**src/rtl/pending_priority_encoder.sv**
```systemverilog
// Registered pending-request priority encoder with a valid/ready index output.
// Define PPE_ROUND_ROBIN_EN to replace fixed highest-index priority with round-robin search.
module pending_priority_encoder #(
  parameter  int N = 16,
  localparam int W = (N > 1) ? $clog2(N) : 1
) (
  input  logic         clk,
  input  logic         rst_n,
  input  logic         en,
  input  logic [N-1:0] req,
  output logic [W-1:0] y,
  output logic         valid,
  input  logic         ready,
  output logic [N-1:0] pending,
  output logic         overflow
);

  localparam int unsigned NU = N;

  logic         hs;
  logic [N-1:0] clear;
  logic [N-1:0] set;
  logic [N-1:0] p_next;
  logic         any;
  logic         ovf_next;
  logic [W-1:0] enc;

`ifdef PPE_ROUND_ROBIN_EN
  logic [W-1:0] ptr;
  logic [W-1:0] base;
`endif

  always_comb begin
    hs = valid & ready & en;
    clear = '0;
    for (int unsigned i = 0; i < NU; i++) begin
      clear[i] = hs && (y == W'(i));
    end
    set      = en ? req : '0;
    p_next   = (pending & ~clear) | set;
    any      = |p_next;
    ovf_next = en && (|(req & pending & ~clear));
  end

`ifdef PPE_ROUND_ROBIN_EN
  // The search base follows the index being served this edge so the next
  // choice starts just above it, even before ptr itself has been updated.
  always_comb begin
    int unsigned idx;
    base = hs ? y : ptr;
    enc  = '0;
    idx  = 0;
    for (int unsigned k = NU; k >= 1; k--) begin
      idx = (32'(base) + k) % NU;
      if (p_next[idx]) enc = W'(idx);
    end
  end
`else
  always_comb begin
    enc = '0;
    for (int unsigned i = 0; i < NU; i++) begin
      if (p_next[i]) enc = W'(i);
    end
  end
`endif

  always_ff @(posedge clk or negedge rst_n) begin
    if (!rst_n) begin
      pending  <= '0;
      y        <= '0;
      valid    <= 1'b0;
      overflow <= 1'b0;
`ifdef PPE_ROUND_ROBIN_EN
      ptr      <= W'(N - 1);
`endif
    end else begin
      pending  <= p_next;
      overflow <= ovf_next;
      if (!en) begin
        valid <= 1'b0;
      end else if (!(valid && !ready)) begin
        valid <= any;
        if (any) y <= enc;
      end
`ifdef PPE_ROUND_ROBIN_EN
      if (hs) ptr <= y;
`endif
    end
  end

endmodule

```
**config.mk**
```make
export PLATFORM = sky130hd
export DESIGN_NAME = pending_priority_encoder
export DESIGN_NICKNAME = d
export VERILOG_FILES = /design/src/rtl/pending_priority_encoder.sv
export SDC_FILE = /design/constraint.sdc
export NUM_CORES = 1
export LEC_CHECK = 0
export BUFFER_PORTS_ARGS = -buffer_cell sky130_fd_sc_hd__buf_2
export CAP_MARGIN = 20
export CELL_PAD_IN_SITES_DETAIL_PLACEMENT = 1
export CELL_PAD_IN_SITES_GLOBAL_PLACEMENT = 1
export CORE_MARGIN = 3
export CORE_UTILIZATION = 37
export DETAILED_ROUTE_END_ITERATION = 10
export GPL_TIMING_DRIVEN = 0
export PLACE_DENSITY_LB_ADDON = 0.1
export REMOVE_ABC_BUFFERS = 1
export SLEW_MARGIN = 20
export SYNTH_ARGS = -nofsm -noshare
export SYNTH_HDL_FRONTEND = slang
export SYNTH_SLANG_ARGS = --single-unit
```
**constraint.sdc**
```tcl
create_clock -name clk -period 2.87 [get_ports clk]
set_clock_uncertainty 0.2 [all_clocks]
set_input_delay 0.7175 -clock clk [delete_from_list [all_inputs] [get_ports clk]]
set_output_delay 0.7175 -clock clk [all_outputs]
set_load 0.01 [all_outputs]
```
==> Word-level counts from Yosys, hierarchy flattened <==
Cells that the tools add are included.
{ "word_totals": {"register_bits": 22, "inputBits": 20, "output_inout_bits": 22, "word_cells": 69} }
{ "op_classes": {"eq_ne": 16, "muxes": 18, "bitwise": 8, "n_reduce_logical": 23} }
{ "op_table": {"columns": ["cell", "n"], "rows": [
  ["$mux 4", 14],
  ["$and 16x16->16", 3],
  ["$eq 4x4->1 const B", 8],
  ["$reduce_or 16->1", 2],
  ["$logic_and 1x1->1", 18],
  ["$eq 4x3->1 const B", 4],
  ["$mux 16", 1],
  ["$not 16->16", 1],
  ["$or 16x16->16", 1],
  ["$eq 4x2->1 const B", 2],
  ["$eq 4x1->1 const B", 1],
  ["$logic_not 4->1", 1],
  ["$mux 1", 3],
  ["$reduce_and 3->1", 1],
  ["$and 1x1->1", 2],
  ["$ne 2x2->1 const B", 1],
  ["$logic_not 1->1", 1],
  ["$not 1->1", 1]
]} }

==> Longest topological paths before layout <==
{ "logic_depth": {"depth_word": 21, "depth_mapped": 10, "mapped_depth_nobuf": 8} }

==> Least setup slack after synthesis <==
Ideal clock, no wire load.
{ "synth_timing": {"kind": "input port to flip-flop", "startpoint": "input port ready", "endpoint": "register y[0]", "setup_ns": 0.125, "arrival_ns": 2.532, "required_ns": 2.545, "setup_slack_ns": 0.013, "path_stages": 9, "n_path_buf": 1, "cell_sequence": "nand3_2 > or4_4 > a22oi_4 > inv_2 > nor4_2 > nand4_1 > and3b_1 > buf_6 > mux2_4"} }
{ "synth_via": {"elab_cells_between_ends": 41, "cone_classes": "15 x mux; 6 x bitwise; 20 x reduce/logical"} }
{ "synth_rtl": {"columns": ["item", "line", "source"], "rows": [
  ["start, declared", "13", "input logic ready,"],
  ["$and 1x1->1 * (2 in a row)", "34", "hs = valid & ready & en;"],
  ["$logic_and 1x1->1 *", "37", "clear[i] = hs && (y == W'(i));"],
  ["$not 16->16 *", "40", "p_next = (pending & ~clear) | set;"],
  ["$and 16x16->16 *", "40", null],
  ["$or 16x16->16 *", "40", null],
  ["via p_next[2]", "23", "logic [N-1:0] p_next;"],
  ["$mux 4 (14 in a row)", "62", "if (p_next[i]) enc = W'(i);"],
  ["end signal, assigned", "83", "if (any) y <= enc;"],
  ["end, declared", "11", "output logic [W-1:0] y,"]
]} }
The timed path passes the listed nets; every way through them passes the cells marked *.
A chain may end at the register's enable or synchronous reset.

==> Worst setup path in the final report <==
{ "layout_timing": {"startpoint": "register y[0]", "endpoint": "register y[2]"} }
{ "layout_via": {"elab_cells_between_ends": 50, "cone_classes": "15 x eq/ne; 13 x mux; 3 x bitwise; 19 x reduce/logical"} }
{ "layout_rtl": {"columns": ["item", "line", "source"], "rows": [
  ["$eq 4x2->1", "37", null],
  ["$logic_and 1x1->1", "37", null],
  ["$not 16->16", "40", null],
  ["$and 16x16->16", "40", null],
  ["$or 16x16->16", "40", null],
  ["via p_next[2]", "23", null],
  ["$reduce_or 16->1", "41", "any = |p_next;"],
  ["$reduce_and 3->1 (no line)", null, null]
]} }
The timed path passes the listed nets, and every way through them passes these cells.

==> out/qor.json <==
{
  "maxSlewHeadroom_pct": 63.87,
  "max-vdd-ir-drop_mv": 0.2441,
  "power_report.internal_total_mw": 0.4128,
  "clkTransAtPathRegs_ns": 0.14,
  "cts_tree": "yes",
  "ys_ff_latch": 22,
  "io_pins": 42,
  "hold_viol": 0,
  "leakagePower_nw": 0.6921,
  "effective_utilization_at_floorplan_pct": 40.59,
  "chipHeight_um": 65.28,
  "grt.total_usage_pct": 21.29,
  "insertedDiodeCount": 0,
  "p_sw_share_pct": 31.50,
  "vias_per_cell": 5.627,
  "post_route_cells_drive_above_1_share_pct": 36.46,
  "cts_max_level": 1,
  "postLayoutCoreUtil_pct": 51.17,
  "crit_path_max_incr_delay_ns": 0.49,
  "routed-via-count": 1266,
  "critical_path.max_fanout": 9,
  "drtPass1Iterations": 4,
  "global_route_wire_length_before_repair_um": 6920,
  "slew_viol_final": 0,
  "most_common_cell_after_layout_fill_and_taps_aside": "sky130_fd_sc_hd__buf_2",
  "switchingPower_mw": 0.1898,
  "synthDominantCellAreaShare_pct": 42.35,
  "fp-row-count": 20,
  "route.final.wire_length_um": 4214,
  "post_synth.cell_area_avg_um2": 9.286,
  "die_width_um": 65.28,
  "yosys-top-cells-area": "sky130_fd_sc_hd__dfrtp_1, sky130_fd_sc_hd__nand2_1, sky130_fd_sc_hd__o31ai_1",
  "startpoint_kind_of_the_worst_setup_timing_path": "flop",
  "maximum_frequency_from_static_timing_analysis_ghz": 0.3583,
  "placed_cell_area_um2": 1530,
  "combPwrFrac_pct": 18.9,
  "ff2ff_path_depth": 8,
  "min_path_type": "in2async",
  "areaGrowthSynthToFinish_pct": 26.08,
  "tritoncts_buffers": 3,
  "status": "finished clean",
  "cts_hold_buf": 0,
  "critical_setup_path_class": "reg2reg",
  "crit_path_top_delay_cell": "sky130_fd_sc_hd__dfrtp_2",
  "fp.dieArea_um2": 4261,
  "final_critical_path_time_including_i_o_delays_and_setup_ns": 2.791,
  "netlist_area_um2": 1300,
  "final_min_period_over_clock_period_pct": 97.26,
  "dpl.hpwl_um": 3103,
  "clk_root_buffer_cell": "sky130_fd_sc_hd__clkbuf_4",
  "grt_overflow": 0,
  "finalWeightedCongestion": 0.7364,
  "detail_route.wl_per_cell_um": 18.73,
  "initial_antenna_violation_count": 0,
  "fp.coreArea_um2": 3203,
  "worst_case_clock_buffer_depth": 2,
  "syn-instance-count": 140,
  "first_global_vias": 1335,
  "power.density_nw_per_um2": 367.7,
  "postLayoutCellArea_um2": 1639,
  "clock_sinks": 22,
  "synth.largest_area_cell": "sky130_fd_sc_hd__dfrtp_1",
  "final_antenna_net_count": 0,
  "remaining_drc_errors": 0,
  "crit_path_end_kind": "flop",
  "yosysSeqAreaShare_pct": 42.35,
  "detailedRoute.firstIterationViolations": 64,
  "grt_start_max_net_pins": 25,
  "clock_power_share_pct": 26.0,
  "worstPathCellList": "nand2b_4 -> or4_4 -> a22oi_4 -> inv_2 -> nor4_4 -> nand4_1 -> and3b_2 -> mux2_4",
  "io_buffers": 41,
  "yosys_warnings": 0,
  "share_seq_of_total_power_pct": 55.0,
  "worst_ep_required_time_ns": 2.91,
  "design.final.nets": 203,
  "layoutNonFillerInstCount": 225,
  "most-common-layout-cells": "sky130_fd_sc_hd__buf_2, sky130_fd_sc_hd__nand2_1, sky130_fd_sc_hd__dfrtp_1, sky130_fd_sc_hd__inv_1, sky130_fd_sc_hd__nor2_1",
  "filler_cell_count": 409,
  "placedCellCount": 221,
  "hold_ws_ns": 0.1418,
  "worst_ep_arrival_time_ns": 2.83,
  "timing_worst_slew_pin_value_ns": 0.5419,
  "worst_skew_pair.late_latency_ns": 0.34,
  "finalSetupViolCount": 0,
  "yosysUniqueCellTypes": 42,
  "max_cap_violations": 0
}
==> worst paths after layout <==
| check | from | endpoint | slack (ns) |
|---|---|---|---|
| max | y[0] | y[2] | 0.08 |
| min | rst_n | pending[5] | 0.14 |
| max reg2reg | y[0] | y[2] | 0.08 |
| min reg2reg | pending[0] | pending[0] | 0.44 |
| max in group asynchronous | rst_n | y[1] | 1.94 |
| min in group clk | pending[0] | pending[0] | 0.44 |
==> final cells by class <==
type / instances / area, um2 / share of cell area [%]
Sequential cell: 22 / 553.0 / 33.74
Clock buffer: 3 / 22.52 / 1.374
Inverter: 15 / 56.30 / 3.435
Tap cell: 44 / 55.05 / 3.359
Multi-Input combinational cell: 99 / 729.5 / 44.50
Timing Repair Buffer: 42 / 222.7 / 13.59
==> logic make-up (layout without fill, tap and decap cells) <==
| kind of cell | count (synthesis) | in the layout | synth area share [%] |
|---|---|---|---|
| AOI/OAI and AO/OA | 39 | 39 | 23.97 |
| DFF | 22 | 22 | 42.35 |
| buffers and inverters | 19 | 60 | 6.641 |
| muxes | 4 | 4 | 4.235 |
| and+or+nand+nor | 56 | 56 | 22.81 |
==> stage by stage <==
step                worst slack [ns]  setup TNS (ns)  power [mW]
global placement             -0.8063          -3.626      0.4383
CTS                          0.02185               0      0.5930
detailed placement           -0.8332          -3.763      0.4417
finish                       0.07874               0      0.6027
global route                -0.01779        -0.04621      0.6321
floorplan                    0.05023               0      0.3847
==> cells in the mapped netlist, drive strengths merged <==
library cell and instances:
a221oi 1, nor3 1, nand2b 3, o21ai 5, nand2 29, and4bb 1, dfrtp 22, a311oi 1
nand3b 1, nor2 6, a21oi 2, inv 15, o22ai 4, o211ai 1, a22o 3, o31a 1
a31o 2, o22a 1, buf 2, a31oi 1, nand3 3, clkbuf 2, o221ai 1, nand4 5
mux2i 1, o311ai 1, or4 1, o41a 1, a22oi 1, nor2b 1, and3b 1, nor4 4
o21a 1, mux2 3, o31ai 10, a32oi 1, a21o 1
==> routing by layer <==
| metal | track usage [%] | wire length [um] | vias up |
|---|---|---|---|
| li1 | - | - | 600 |
| met1 | 27.97 | 1868 | 624 |
| met2 | 34.89 | 2080 | 34 |
| met3 | 2.564 | 192 | 8 |
| met4 | 9.585 | 72 | 0 |
| met5 | 0 | 0 | - |
==> what timing repair did <==
action / in CTS / in global routing
buffers inserted: 1 / 0
endpoints found under the setup margin: 5 / 3
pin swaps: 0 / 2
gates resized for setup: 9 / 8
==> flip-flops by register name, summed over array words and instances, names as in the netlist <==
| name | count |
|---|---|
| overflow | 1 |
| pending | 16 |
| valid | 1 |
| y | 4 |
==> power groups by stage <==
stage	sequential (mW)	combinational, mW	clock, mW
2_1_floorplan	0.338	0.0471	0
3_3_place_gp	0.334	0.104	0
3_5_place_dp	0.335	0.107	0
4_1_cts	0.330	0.113	0.150
5_1_grt	0.334	0.126	0.172
6_report	0.332	0.114	0.157
==> critical path: cells and delay by family, from the launching register on <==
family,cells,cell delay (ns)
compound gates,1,0.17
buf+inv,1,0.08
flops,1,0.49
simple gates,5,1.45
mux,1,0.31
(Power assumes the default switching activity.)
